**config.mk**
```make
export PLATFORM = sky130hd
export DESIGN_NAME = config_word_packer
export DESIGN_NICKNAME = d
export VERILOG_FILES = /design/src/rtl/config_word_packer.sv
export SDC_FILE = /design/constraint.sdc
export NUM_CORES = 1
export LEC_CHECK = 0
export ABC_AREA = 1
export CORE_MARGIN = 3
export CORE_UTILIZATION = 54
export CTS_BUF_LIST = sky130_fd_sc_hd__clkbuf_8
export DETAILED_ROUTE_END_ITERATION = 6
export MAX_ROUTING_LAYER = met4
export PLACE_DENSITY_LB_ADDON = 0.12
export SLEW_MARGIN = 20
export SYNTH_ARGS = -nofsm -noshare
export SYNTH_HDL_FRONTEND = slang
export SYNTH_SLANG_ARGS = --single-unit
```
**constraint.sdc**
```tcl
create_clock -name CLK -period 2.4 [get_ports CLK]
set_input_delay 0.36 -clock CLK [delete_from_list [all_inputs] [get_ports CLK]]
set_output_delay 0.36 -clock CLK [all_outputs]
set_load 0.02 [all_outputs]
```
**src/rtl/config_word_packer.sv**
```systemverilog
// config_word_packer
//   Front end of the configuration port. It packs a byte stream (Mode=0) or
//   takes a 32-bit parallel stream (Mode=1) and emits aligned 32-bit words,
//   each with a one-cycle WriteStrobe. ComActive marks an active session and
//   drops after TimeoutCycles idle cycles. Any partial word is discarded when
//   the session ends, so the next session starts 4-byte aligned.
//   Optional feature macro: CONFIG_CHECKSUM_EN (running byte checksum).
//   Without it, Checksum is tied to zero.
module config_word_packer #(
   parameter int TimeoutCycles = 1000000,
   parameter int TimeoutWidth  = 20
) (
   input  logic        CLK,
   input  logic        resetn,
   input  logic        Mode,
   input  logic [7:0]  RxByte,
   input  logic        RxValid,
   input  logic [31:0] ParWord,
   input  logic        ParStrobe,
   output logic [31:0] WriteData,
   output logic        WriteStrobe,
   output logic        ComActive,
   output logic [31:0] Checksum
);

   typedef enum logic {
      S_IDLE   = 1'b0,
      S_ACTIVE = 1'b1
   } state_t;

   // The session ends on the last idle cycle, when the counter is about to
   // reach TimeoutCycles. ComActive is then low in the following cycle.
   localparam logic [TimeoutWidth-1:0] TIMEOUT_LAST = TimeoutWidth'(TimeoutCycles - 1);
   localparam logic [TimeoutWidth-1:0] CNT_ONE      = TimeoutWidth'(1);
   localparam logic [TimeoutWidth-1:0] CNT_MAX      = '1;

   state_t                  state;
   logic [TimeoutWidth-1:0] idle_cnt;
   logic [1:0]              byte_idx;
   logic [23:0]             byte_shift;
   logic                    mode_q;

   logic                    accept_p0;
   logic                    mode_changed;
   logic [1:0]              eff_idx;
   logic                    timeout_hit;

   // Qualify the input selected by Mode. Detect a Mode change and the idle timeout.
   always_comb begin
      accept_p0    = Mode ? ParStrobe : RxValid;
      mode_changed = (Mode != mode_q);
      eff_idx      = mode_changed ? 2'd0 : byte_idx;
      timeout_hit  = (state == S_ACTIVE) && !accept_p0 && (idle_cnt == TIMEOUT_LAST);
   end

   assign ComActive = (state == S_ACTIVE);

   // Session FSM, idle counter, byte packing and the registered word outputs
   always_ff @(posedge CLK or negedge resetn) begin
      if (!resetn) begin
         state       <= S_IDLE;
         idle_cnt    <= '0;
         byte_idx    <= 2'd0;
         byte_shift  <= 24'd0;
         mode_q      <= 1'b0;
         WriteData   <= 32'd0;
         WriteStrobe <= 1'b0;
      end else begin
         WriteStrobe <= 1'b0;
         mode_q      <= Mode;

         case (state)
            S_IDLE:   if (accept_p0) state <= S_ACTIVE;
            S_ACTIVE: if (timeout_hit) state <= S_IDLE;
            default:  state <= S_IDLE;
         endcase

         // Any accepted input restarts the count. Outside a session the counter rests at 0.
         if (accept_p0 || (state != S_ACTIVE) || timeout_hit) begin
            idle_cnt <= '0;
         end else if (idle_cnt != CNT_MAX) begin
            idle_cnt <= idle_cnt + CNT_ONE;
         end

         if (timeout_hit) begin
            byte_idx <= 2'd0;
         end else if (accept_p0 && !Mode) begin
            // Big-endian: the first byte of a word ends up in WriteData[31:24]
            if (eff_idx == 2'd3) begin
               WriteData   <= {byte_shift, RxByte};
               WriteStrobe <= 1'b1;
            end else begin
               byte_shift <= {byte_shift[15:0], RxByte};
            end
            byte_idx <= eff_idx + 2'd1;
         end else if (accept_p0 && Mode) begin
            WriteData   <= ParWord;
            WriteStrobe <= 1'b1;
            if (mode_changed) byte_idx <= 2'd0;
         end else if (mode_changed) begin
            byte_idx <= 2'd0;
         end
      end
   end

`ifdef CONFIG_CHECKSUM_EN
   logic [31:0] chk_sum;
   logic [31:0] chk_add;

   function automatic logic [31:0] word_byte_sum(input logic [31:0] w);
      return {24'd0, w[31:24]} + {24'd0, w[23:16]} + {24'd0, w[15:8]} + {24'd0, w[7:0]};
   endfunction

   // Contribution of the accepted input to the checksum
   always_comb begin
      chk_add = Mode ? word_byte_sum(ParWord) : {24'd0, RxByte};
   end

   // Restart the sum at the start of a session. Hold it while idle so it can be read afterwards.
   always_ff @(posedge CLK or negedge resetn) begin
      if (!resetn) begin
         chk_sum <= 32'd0;
      end else if (accept_p0) begin
         chk_sum <= (state == S_IDLE) ? chk_add : chk_sum + chk_add;
      end
   end

   assign Checksum = chk_sum;
`else
   assign Checksum = 32'h0;
`endif

endmodule

```
After elaboration in Yosys (flattened, before gate mapping)
Cells that the tools add are included.
Widths: inputs -> output; s select.
Storage, ports and cells
  word-level logic and storage cells: 45
  bits of input ports: 45
  latch bits: 0
  bits in read-only memories: 0
  RAM bits: 0
  register bits after elaboration: 81
  output and inout port bits: 66
  memories: 0
Operators by class
  order comparisons: 0
  shift operators: 0
  mux-type cells: 16
  divide/modulo/power cells: 0
  eq/ne operators: 5
  multiply operators: 0
  add/subtract/negate cells: 2
  reductions and logical operators: 12
  bitwise operators: 3
Operators by type and width (number)
  $mux 32: 3
  $mux 20: 2
  $add 20x1->20 const B: 1
  $eq 20x20->1 const B: 1
  $ne 20x20->1 const B: 1
  $mux 1: 7
  $mux 2: 3
  $reduce_and 3->1: 2
  $logic_and 1x1->1: 4
  $reduce_bool 2->1: 2
  $not 1->1: 3
  $add 2x1->2 const B: 1
  $eq 2x2->1 const B: 1
  $logic_not 1->1: 2
  $logic_or 1x1->1: 2
  $ne 2x1->1 const B: 1
  $pmux 1 s2: 1
  $ne 1x1->1: 1

Longest topological paths before layout
Gate-level depths: netlist (run 1).
  depth after elaboration: 6
  depth in mapped cells: 10
  depth with buffers taken out: 9

Worst setup path before layout (run 1)
No wires, ideal clock.
  path kind: in2reg
  start point: in Mode
  end point: reg WriteData[22]
  arrival: 1.508 ns
  slack: 0.766 ns
  required time: 2.274 ns
  cell stages on the path: 10
  path buffers: 2
  library setup time: 0.126 ns
  path through: xor2_1 nor2_1 ha_1 or2_4 nand2_1 inv_2 buf_6 buf_6 nor2_1 a31oi_1
Between the ends
  word-level cells in the longest chain between the ends: 6
  elaborated cells on any way between the ends: 15
  classes of those cells: eq/ne (3); mux (3); bitwise (1); reduce/logical (8)
Ends and longest elaborated chain
  start, declared: line 15  | input logic Mode,
  branches (longest 6 deep; another with $reduce_and 3->1)
  end signal, assigned: line 90  | WriteData <= {byte_shift, RxByte};
  end signal, assigned: line 97  | WriteData <= ParWord;
  end, declared: line 20  | output logic [31:0] WriteData,
Parallel ways; which one is timed is not known.
A chain may end at the register's enable or synchronous reset.

Worst setup path after layout (run 1)
  start point: in Mode
  end point: reg WriteData[31]
The elaborated chain is that of the path after synthesis.

==> results.json, run 1 <==
{
  "status": "finished, final reports clean",
  "netlist_instances": 506,
  "total_power_mw": 3.45,
  "r2r_end": "idle_cnt[7]",
  "hold_class": "register to register",
  "register_area_mm2": 0.00203,
  "hpwl_um": 6580,
  "final_nets": 630,
  "gr-total-overflow": 0,
  "die_x_um": 93.3,
  "crit_fanout": 22,
  "synth_area_leader_cell": "dfrtp_1",
  "start_util": 0.561,
  "leakage_nw": 2.33,
  "layout_setup_ws_ps": 444,
  "crit_type": "input port to register",
  "power.density_mw_per_mm2": 685,
  "min_period_over_period": 0.815,
  "path_clk_slew_ps": 80,
  "ys_seq_elements": 81,
  "placed_area_mm2": 0.00483,
  "syn-mean-instance-area_um2": 8.13,
  "track_usage": 0.220,
  "numCtsBuffers": 9,
  "highest_layer": "met4",
  "rows": 31,
  "holdWs_ps": 494,
  "dieArea_mm2": 0.00870,
  "fmax_ghz": 0.511,
  "antenna_found_initial": 0,
  "min_delay_worst_endpoint": "byte_shift[21]",
  "peakVddDrop_v": 0.000450,
  "reg2reg_from": "idle_cnt[0]",
  "cts_tree": "done",
  "numPortBuffers": 78,
  "final_common_cell": "nand2_1",
  "synth_top_area_share": 0.493,
  "htreeDepth": 3,
  "yosysSeqAreaShare": 0.493,
  "drt-initial-drc-count": 138,
  "clk-insertion-delay-late_ps": 350,
  "antenna_cells": 0,
  "drive_gt1_frac": 0.0629,
  "reg2reg_slack_ps": 490,
  "fillers": 606,
  "slew_violations": 0,
  "start_kind": "input port",
  "tns_ps": 0,
  "gp_congestion": 0.905,
  "ant_nets": 0,
  "fin_crit_ps": 1960,
  "skew_ps": 11.3,
  "rr_worst_depth": 9,
  "avgRoutedWirePerCell_um": 12.8,
  "grt_setup_unrepaired": "false",
  "ys_top_cells_by_area": "dfrtp_1, nand2_1, nor2_1, buf_4, a31oi_1",
  "hp-start": "byte_shift[21]",
  "area_delta_synth_final_pct": 22.6,
  "final_hold_viol_count": 0,
  "firstDrtPassIters": 4,
  "place_ws_ps": 88.9,
  "min_path_cells": 2,
  "grt_pass1_vias": 3255,
  "final_cell_mix": "nand2_1, dfrtp_1, clkdlybuf4s50_1, nor2_1, inv_1",
  "met1Wirelength_um": 3900,
  "syn_area_mm2": 0.00411,
  "cts_root_buffer": "clkbuf_8",
  "multi_input_area_mm2": 0.00168,
  "synth_cell_type_count": 26,
  "ys_warn_count": 0,
  "io_pins": 111,
  "num_vias": 3369,
  "setup_viol": 0,
  "vias_per_cell": 4.90,
  "required_ps": 2630,
  "die_h_um": 93.3,
  "grt_pass1_wl_um": 14900,
  "core_area_mm2": 0.00733,
  "drc_errors": 0,
  "cts.sinks": 81,
  "wl_met3_um": 513,
  "wl_met2_um": 4310,
  "grt_max_degree": 49,
  "routed_wl_um": 8830,
  "cts.path.max_buffers": 2,
  "end_kind": "register",
  "crit_arrival_ps": 2180,
  "cap_violations": 0,
  "design_area_mm2": 0.00504
}
[how the worst max path moves through the flow]
stage	cells past startpoint	end	from
3_5_place_dp	10	WriteData[31]	Mode
6_report	10	WriteData[31]	Mode
2_1_floorplan	10	WriteData[22]	Mode
3_3_place_gp	8	byte_shift[11]	Mode
5_1_grt	10	WriteData[8]	Mode
4_1_cts	10	WriteData[31]	Mode
[layer usage]
metal | up-vias | track usage
met4 | 0 | 0.0562
met1 | 1549 | 0.279
met5 | - | -
met2 | 107 | 0.353
met3 | 11 | 0.0603
li1 | 1702 | -
[cells by family after synthesis]
group | count (synthesis) | share of synthesized area
AO/OA/AOI/OAI | 70 | 0.0968
XOR/XNOR | 13 | 0.0277
adder cells (fa/ha/maj) | 2 | 0.00609
buffers and inverters | 91 | 0.127
flip-flops | 81 | 0.493
other | 1 | 0.000912
AND/OR/NAND/NOR | 248 | 0.248
[state kept, by name, summed over array words and instances, names as in the netlist]
register and flops:
WriteStrobe 1, mode_q 1, byte_idx 2, byte_shift 24, WriteData 32, idle_cnt 20, ComActive 1
[stage by stage]
stage | util | cells
after floorplan | - | 537
after global placement | 0.658 | 670
after detailed placement | 0.658 | 670
after CTS | 0.687 | 687
after global routing | 0.687 | 687
final | 0.687 | 687
[report_power, final]
group          internal (mW)  switching (mW)  total, mW
registers               1.54           0.109       1.65
clock network          0.491           0.519       1.01
logic                  0.354           0.435      0.790
total                   2.39            1.06       3.45
[Yosys cell counts, drive strengths merged]
library cell    n
and2            1
buf            44
xnor2           1
o21bai          3
nor3            2
nand4           6
inv            39
nand3          20
a31oi          32
conb            1
xor2           12
dfrtp          81
a21oi          19
ha              2
nor2           78
clkbuf          8
or2             1
nand2         140
o21ai          16
[cell type report]
type | instances | share of cell area
flip-flops and latches | 81 | 0.402
repair buffers | 87 | 0.171
multi-input cells | 365 | 0.333
well taps | 99 | 0.0246
inverters | 39 | 0.0291
clock inverters | 7 | 0.0156
clock buffers | 9 | 0.0246
[worst max-delay path: stages]
cell             delay (ps)
clkdlybuf4s50_1         550
xor2_1                  210
nor2_1                  100
ha_1                    200
or2_4                   250
nand2_1                  90
inv_2                    60
buf_4                   200
nor2_1                  110
a31oi_1                  50
[what timing repair did]
action	4_1_cts	5_1_grt
endpoints found under the setup margin	0	0
gates resized for setup	0	0
endpoints found under the hold margin	37	0
setup buffers	0	0
hold buffers	1	0
Note: power is estimated with default switching activity, not from simulation.
==> run 2: changes to the inputs <==
Settings changed: CORE_UTILIZATION 54 to 45.
Clock period 2.4 ns to 1.74 ns, I/O delays scaled along.
==> results.json, run 2 (synthesis results as in run 1) <==
{
  "status": "finished, final reports clean",
  "cap_violations": 0,
  "crit_fanout": 10,
  "clk-insertion-delay-late_ps": 350,
  "top_regs": "WriteData: 32 flops, byte_shift: 24 flops, idle_cnt: 20 flops",
  "skew_ps": 10.0,
  "antenna_found_initial": 0,
  "slew_violations": 0,
  "peakVddDrop_v": 0.000417,
  "cts_tree": "done",
  "grt_pass1_wl_um": 15300,
  "gr-total-overflow": 0,
  "io_pins": 111,
  "firstDrtPassIters": 5,
  "drive_gt1_frac": 0.111,
  "min_path_cells": 2,
  "numCtsBuffers": 9,
  "required_ps": 1980,
  "min_delay_worst_endpoint": "mode_q",
  "ant_nets": 0,
  "grt_util_met2": 0.271,
  "cts.sinks": 81,
  "largest_register_ffs": 32,
  "cts.path.max_buffers": 2,
  "num_vias": 3440,
  "gp_congestion": 0.865,
  "hold_class": "input port to register",
  "fillers": 798,
  "dieArea_mm2": 0.0103,
  "met1_usage": 0.279,
  "fmax_ghz": 0.594,
  "min_period_over_period": 0.967,
  "drc_errors": 0,
  "holdWs_ps": 235,
  "start_util": 0.467,
  "stdcell_count": 712,
  "final_cell_mix": "nand2_1, dfrtp_1, clkdlybuf4s50_1, nor2_1, inv_1",
  "grt_pass1_vias": 3197,
  "path_clk_slew_ps": 90,
  "fin_crit_ps": 1680,
  "tns_ps": 0,
  "design_area_mm2": 0.00529,
  "rr_worst_depth": 9,
  "die_x_um": 102,
  "setup_viol": 0,
  "drt-initial-drc-count": 175,
  "top_usage_layer": "met1",
  "r2r_end": "WriteData[13]",
  "leakage_nw": 2.43,
  "antenna_cells": 0,
  "cts_root_buffer": "clkbuf_8",
  "final_nets": 646,
  "routed_wl_um": 9640,
  "use_met3": 0.0537,
  "grt_max_degree": 58,
  "power.density_mw_per_mm2": 894,
  "dp.cells": 691,
  "reg2reg_slack_ps": 60,
  "placed_area_mm2": 0.00495,
  "numPortBuffers": 78,
  "final_util": 0.601,
  "area_delta_synth_final_pct": 28.7,
  "crit_type": "register to register",
  "track_usage": 0.193,
  "avgRoutedWirePerCell_um": 13.5,
  "core_area_mm2": 0.00881,
  "crit_arrival_ps": 1920,
  "reg2reg_from": "mode_q",
  "largest_register": "WriteData",
  "die_h_um": 102,
  "hpwl_um": 6980,
  "final_hold_viol_count": 0,
  "start_kind": "register",
  "htreeDepth": 3,
  "hp-start": "Mode",
  "rows": 34,
  "end_kind": "register",
  "vias_per_cell": 4.83,
  "final_common_cell": "nand2_1"
}
-- run 2: power breakdown --
group | leakage, nW | switching, mW | internal [mW]
Combinational | 1.37 | 0.634 | 0.562
Sequential | 0.981 | 0.163 | 2.13
Clock | 0.0827 | 0.718 | 0.530
Total | 2.43 | 1.51 | 3.22
-- run 2: critical path, cell delays in order, from the launching register on --
cell	delay (ps)
dfrtp_1	400
xor2_2	220
nor2_2	70
ha_2	170
or2_4	240
nand2_4	90
inv_6	60
clkbuf_16	160
nor2_1	100
a31oi_1	50
-- run 2: final cells by class --
class / instances / area [um^2] / area share
Clock buffer: 9 / 124 / 0.0234
Clock inverter: 7 / 53.8 / 0.0102
Inverter: 39 / 154 / 0.0291
Multi-Input combinational cell: 365 / 1730 / 0.328
Sequential cell: 81 / 2030 / 0.383
Tap cell: 108 / 135 / 0.0255
Timing Repair Buffer: 103 / 1060 / 0.201
-- run 2: timing repair --
item,in CTS,in global routing
endpoints found under the hold margin,24,0
cloned,0,3
hold buffers,1,0
buffers inserted,0,1
pin swaps,0,4
endpoints found under the setup margin,12,67
resized for setup,2,19
-- run 2: worst max-delay path by stage --
stage / from / to / slack (ps) / cells after the start
6_report: mode_q / WriteData[13] / 60 / 9
5_1_grt: mode_q / WriteData[6] / -9 / 9
4_1_cts: Mode / byte_shift[16] / 9 / 8
3_5_place_dp: Mode / WriteData[13] / -350 / 10
3_3_place_gp: Mode / byte_shift[9] / -340 / 8
2_1_floorplan: mode_q / WriteData[22] / 120 / 10
-- run 2: through the flow --
| stage | power, mW | worst slack, ps |
|---|---|---|
| 3_3_place_gp | 3.43 | -345 |
| 2_1_floorplan | 2.94 | 120 |
| 4_1_cts | 4.71 | 8.73 |
| 6_report | 4.73 | 56.6 |
| 3_5_place_dp | 3.45 | -355 |
| 5_1_grt | 5.00 | -9.39 |
-- run 2: layer usage --
layer,vias up,share of wire
met5,-,0
met4,0,0.0082
met3,7,0.074
met2,113,0.42
met1,1581,0.49
li1,1739,-
==> run 3: changes to the inputs <==
Settings changed: CELL_PAD_IN_SITES_DETAIL_PLACEMENT set to 0, CELL_PAD_IN_SITES_GLOBAL_PLACEMENT set to 1, CORE_UTILIZATION 45 to 33.
==> results.json, run 3 (synthesis results as in run 1) <==
{
  "status": "finished, final reports clean",
  "p_sw_frac": 0.309,
  "power_frac_comb": 0.247,
  "fmax_ghz": 0.583,
  "setup_viol": 0,
  "peakVddDrop_v": 0.000427,
  "critPathBufInv": 3,
  "leakage_nw": 2.50,
  "largest_register": "WriteData",
  "end_kind": "register",
  "clockPowerShare": 0.302,
  "avgRoutedWirePerCell_um": 14.5,
  "final_nets": 653,
  "crit_family": "buffers and inverters",
  "htreeDepth": 3,
  "largest_register_ffs": 32,
  "die_x_um": 118,
  "crit_fanout": 8,
  "cts_tree": "done",
  "rows": 40,
  "holdWs_ps": 397,
  "cap_violations": 0,
  "drc_errors": 0,
  "drive_gt1_frac": 0.149,
  "num_vias": 3540,
  "crit_type": "input port to register",
  "routed_wl_um": 11300,
  "seqPwrFrac": 0.451,
  "design_area_mm2": 0.00555,
  "cts_root_buffer": "clkbuf_8",
  "p_switching_mw": 1.58,
  "cp_common_cell": "nor2_2",
  "gp_congestion": 0.877,
  "numPortBuffers": 78,
  "crit_path_cell_trace": "clkdlybuf4s50_1 -> xor2_2 -> nor2_2 -> ha_1 -> or2_4 -> nand2_4 -> inv_8 -> clkbuf_16 -> nor2_2 -> a31oi_1",
  "hpwl_um": 7790,
  "tns_ps": 0,
  "grt_setup_unrepaired": "true",
  "cts.path.max_buffers": 2,
  "multi_input_area_mm2": 0.00180,
  "drt-initial-drc-count": 123,
  "required_ps": 1970,
  "crit_arrival_ps": 1950,
  "grt_pass1_vias": 3462,
  "antenna_found_initial": 0,
  "core_area_mm2": 0.0121,
  "register_area_mm2": 0.00203,
  "top_regs": "WriteData: 32 flops, byte_shift: 24 flops, idle_cnt: 20 flops",
  "clk-insertion-delay-late_ps": 350,
  "final_cell_mix": "nand2_1, dfrtp_1, clkdlybuf4s50_1, nor2_1, inv_1",
  "slew_violations": 0,
  "cts.sinks": 81,
  "io_pins": 111,
  "slowest_delay_ps": 520,
  "grt_max_degree": 49,
  "p_int_mw": 3.53,
  "power.density_mw_per_mm2": 920,
  "area_delta_synth_final_pct": 35.1,
  "skew_ps": 7.56,
  "firstDrtPassIters": 4,
  "dieArea_mm2": 0.0138,
  "start_util": 0.339,
  "track_usage": 0.156,
  "gr-total-overflow": 0,
  "cp_slowest_cell": "clkdlybuf4s50_1",
  "numCtsBuffers": 9,
  "total_power_mw": 5.11,
  "fillers": 1218,
  "min_period_over_period": 0.986,
  "hold_class": "input port to async pin",
  "fin_crit_ps": 1720,
  "final_common_cell": "nand2_1",
  "final_hold_viol_count": 0,
  "path_clk_slew_ps": 90,
  "ant_nets": 0,
  "antenna_cells": 0,
  "placed_area_mm2": 0.00506,
  "vias_per_cell": 4.54,
  "start_kind": "input port",
  "die_h_um": 118,
  "grt_pass1_wl_um": 17300
}
run 3: cell types whose count changed in the layout (fill, tap and decap cells not counted), sizes merged:
cell           before  now
clkdlybuf4s50      76   77
clkinvlp            3    1
bufinv              0    2
buf                22   29
dlymetal6s2s        1    0
run 3: path summary, 6_finish.rpt:
check / start / to / slack [ps] / cells after the start
max: Mode / WriteData[6] / 20 / 10
min: resetn / WriteData[26] / 400 / 2
max reg2reg: mode_q / WriteData[6] / 30 / 9
min reg2reg: byte_shift[21] / byte_shift[21] / 500 / 2
max in group asynchronous: resetn / idle_cnt[15] / 830 / 3
min in group CLK: ParWord[11] / WriteData[11] / 470 / 3
run 3: per-stage QoR:
stage	cells	worst slack, ps	util
floorplan	537	120	-
global placement	754	-348	0.418
detailed placement	754	-381	0.418
CTS	771	1.23	0.437
global route	779	-39.2	0.458
finish	779	23.9	0.458
run 3: power groups by stage:
stage          sequential (mW)  combinational [mW]  clock [mW]
4_1_cts                   2.28                1.16        1.58
3_3_place_gp              2.32                1.14           0
3_5_place_dp              2.31                1.16           0
5_1_grt                   2.34                1.38        1.66
6_report                  2.30                1.26        1.54
2_1_floorplan             2.45               0.493           0
run 3: layout make-up:
cell class                 count  share of cell area
sequential                    81               0.365
multi-input combinational    365               0.324
timing repair buffer         110               0.206
tap                          168              0.0379
inverter                      39              0.0282
clock buffer                   9              0.0223
clock inverter                 7              0.0169
run 3: repair_timing:
| item | CTS | global route |
|---|---|---|
| cloned | 0 | 5 |
| hold endpoints to repair | 32 | 0 |
| pin swaps | 0 | 5 |
| gates resized for setup | 1 | 44 |
| buffers inserted | 0 | 3 |
| endpoints found under the setup margin | 2 | 58 |
| hold buffers | 1 | 0 |
run 3: per-layer routing:
layer  vias up  GRT usage  share of wire
met4         0     0.0440          0.012
met5         -          -              0
met1      1673      0.219           0.50
li1       1754          -              -
met2       102      0.222           0.42
met3        11     0.0428          0.062
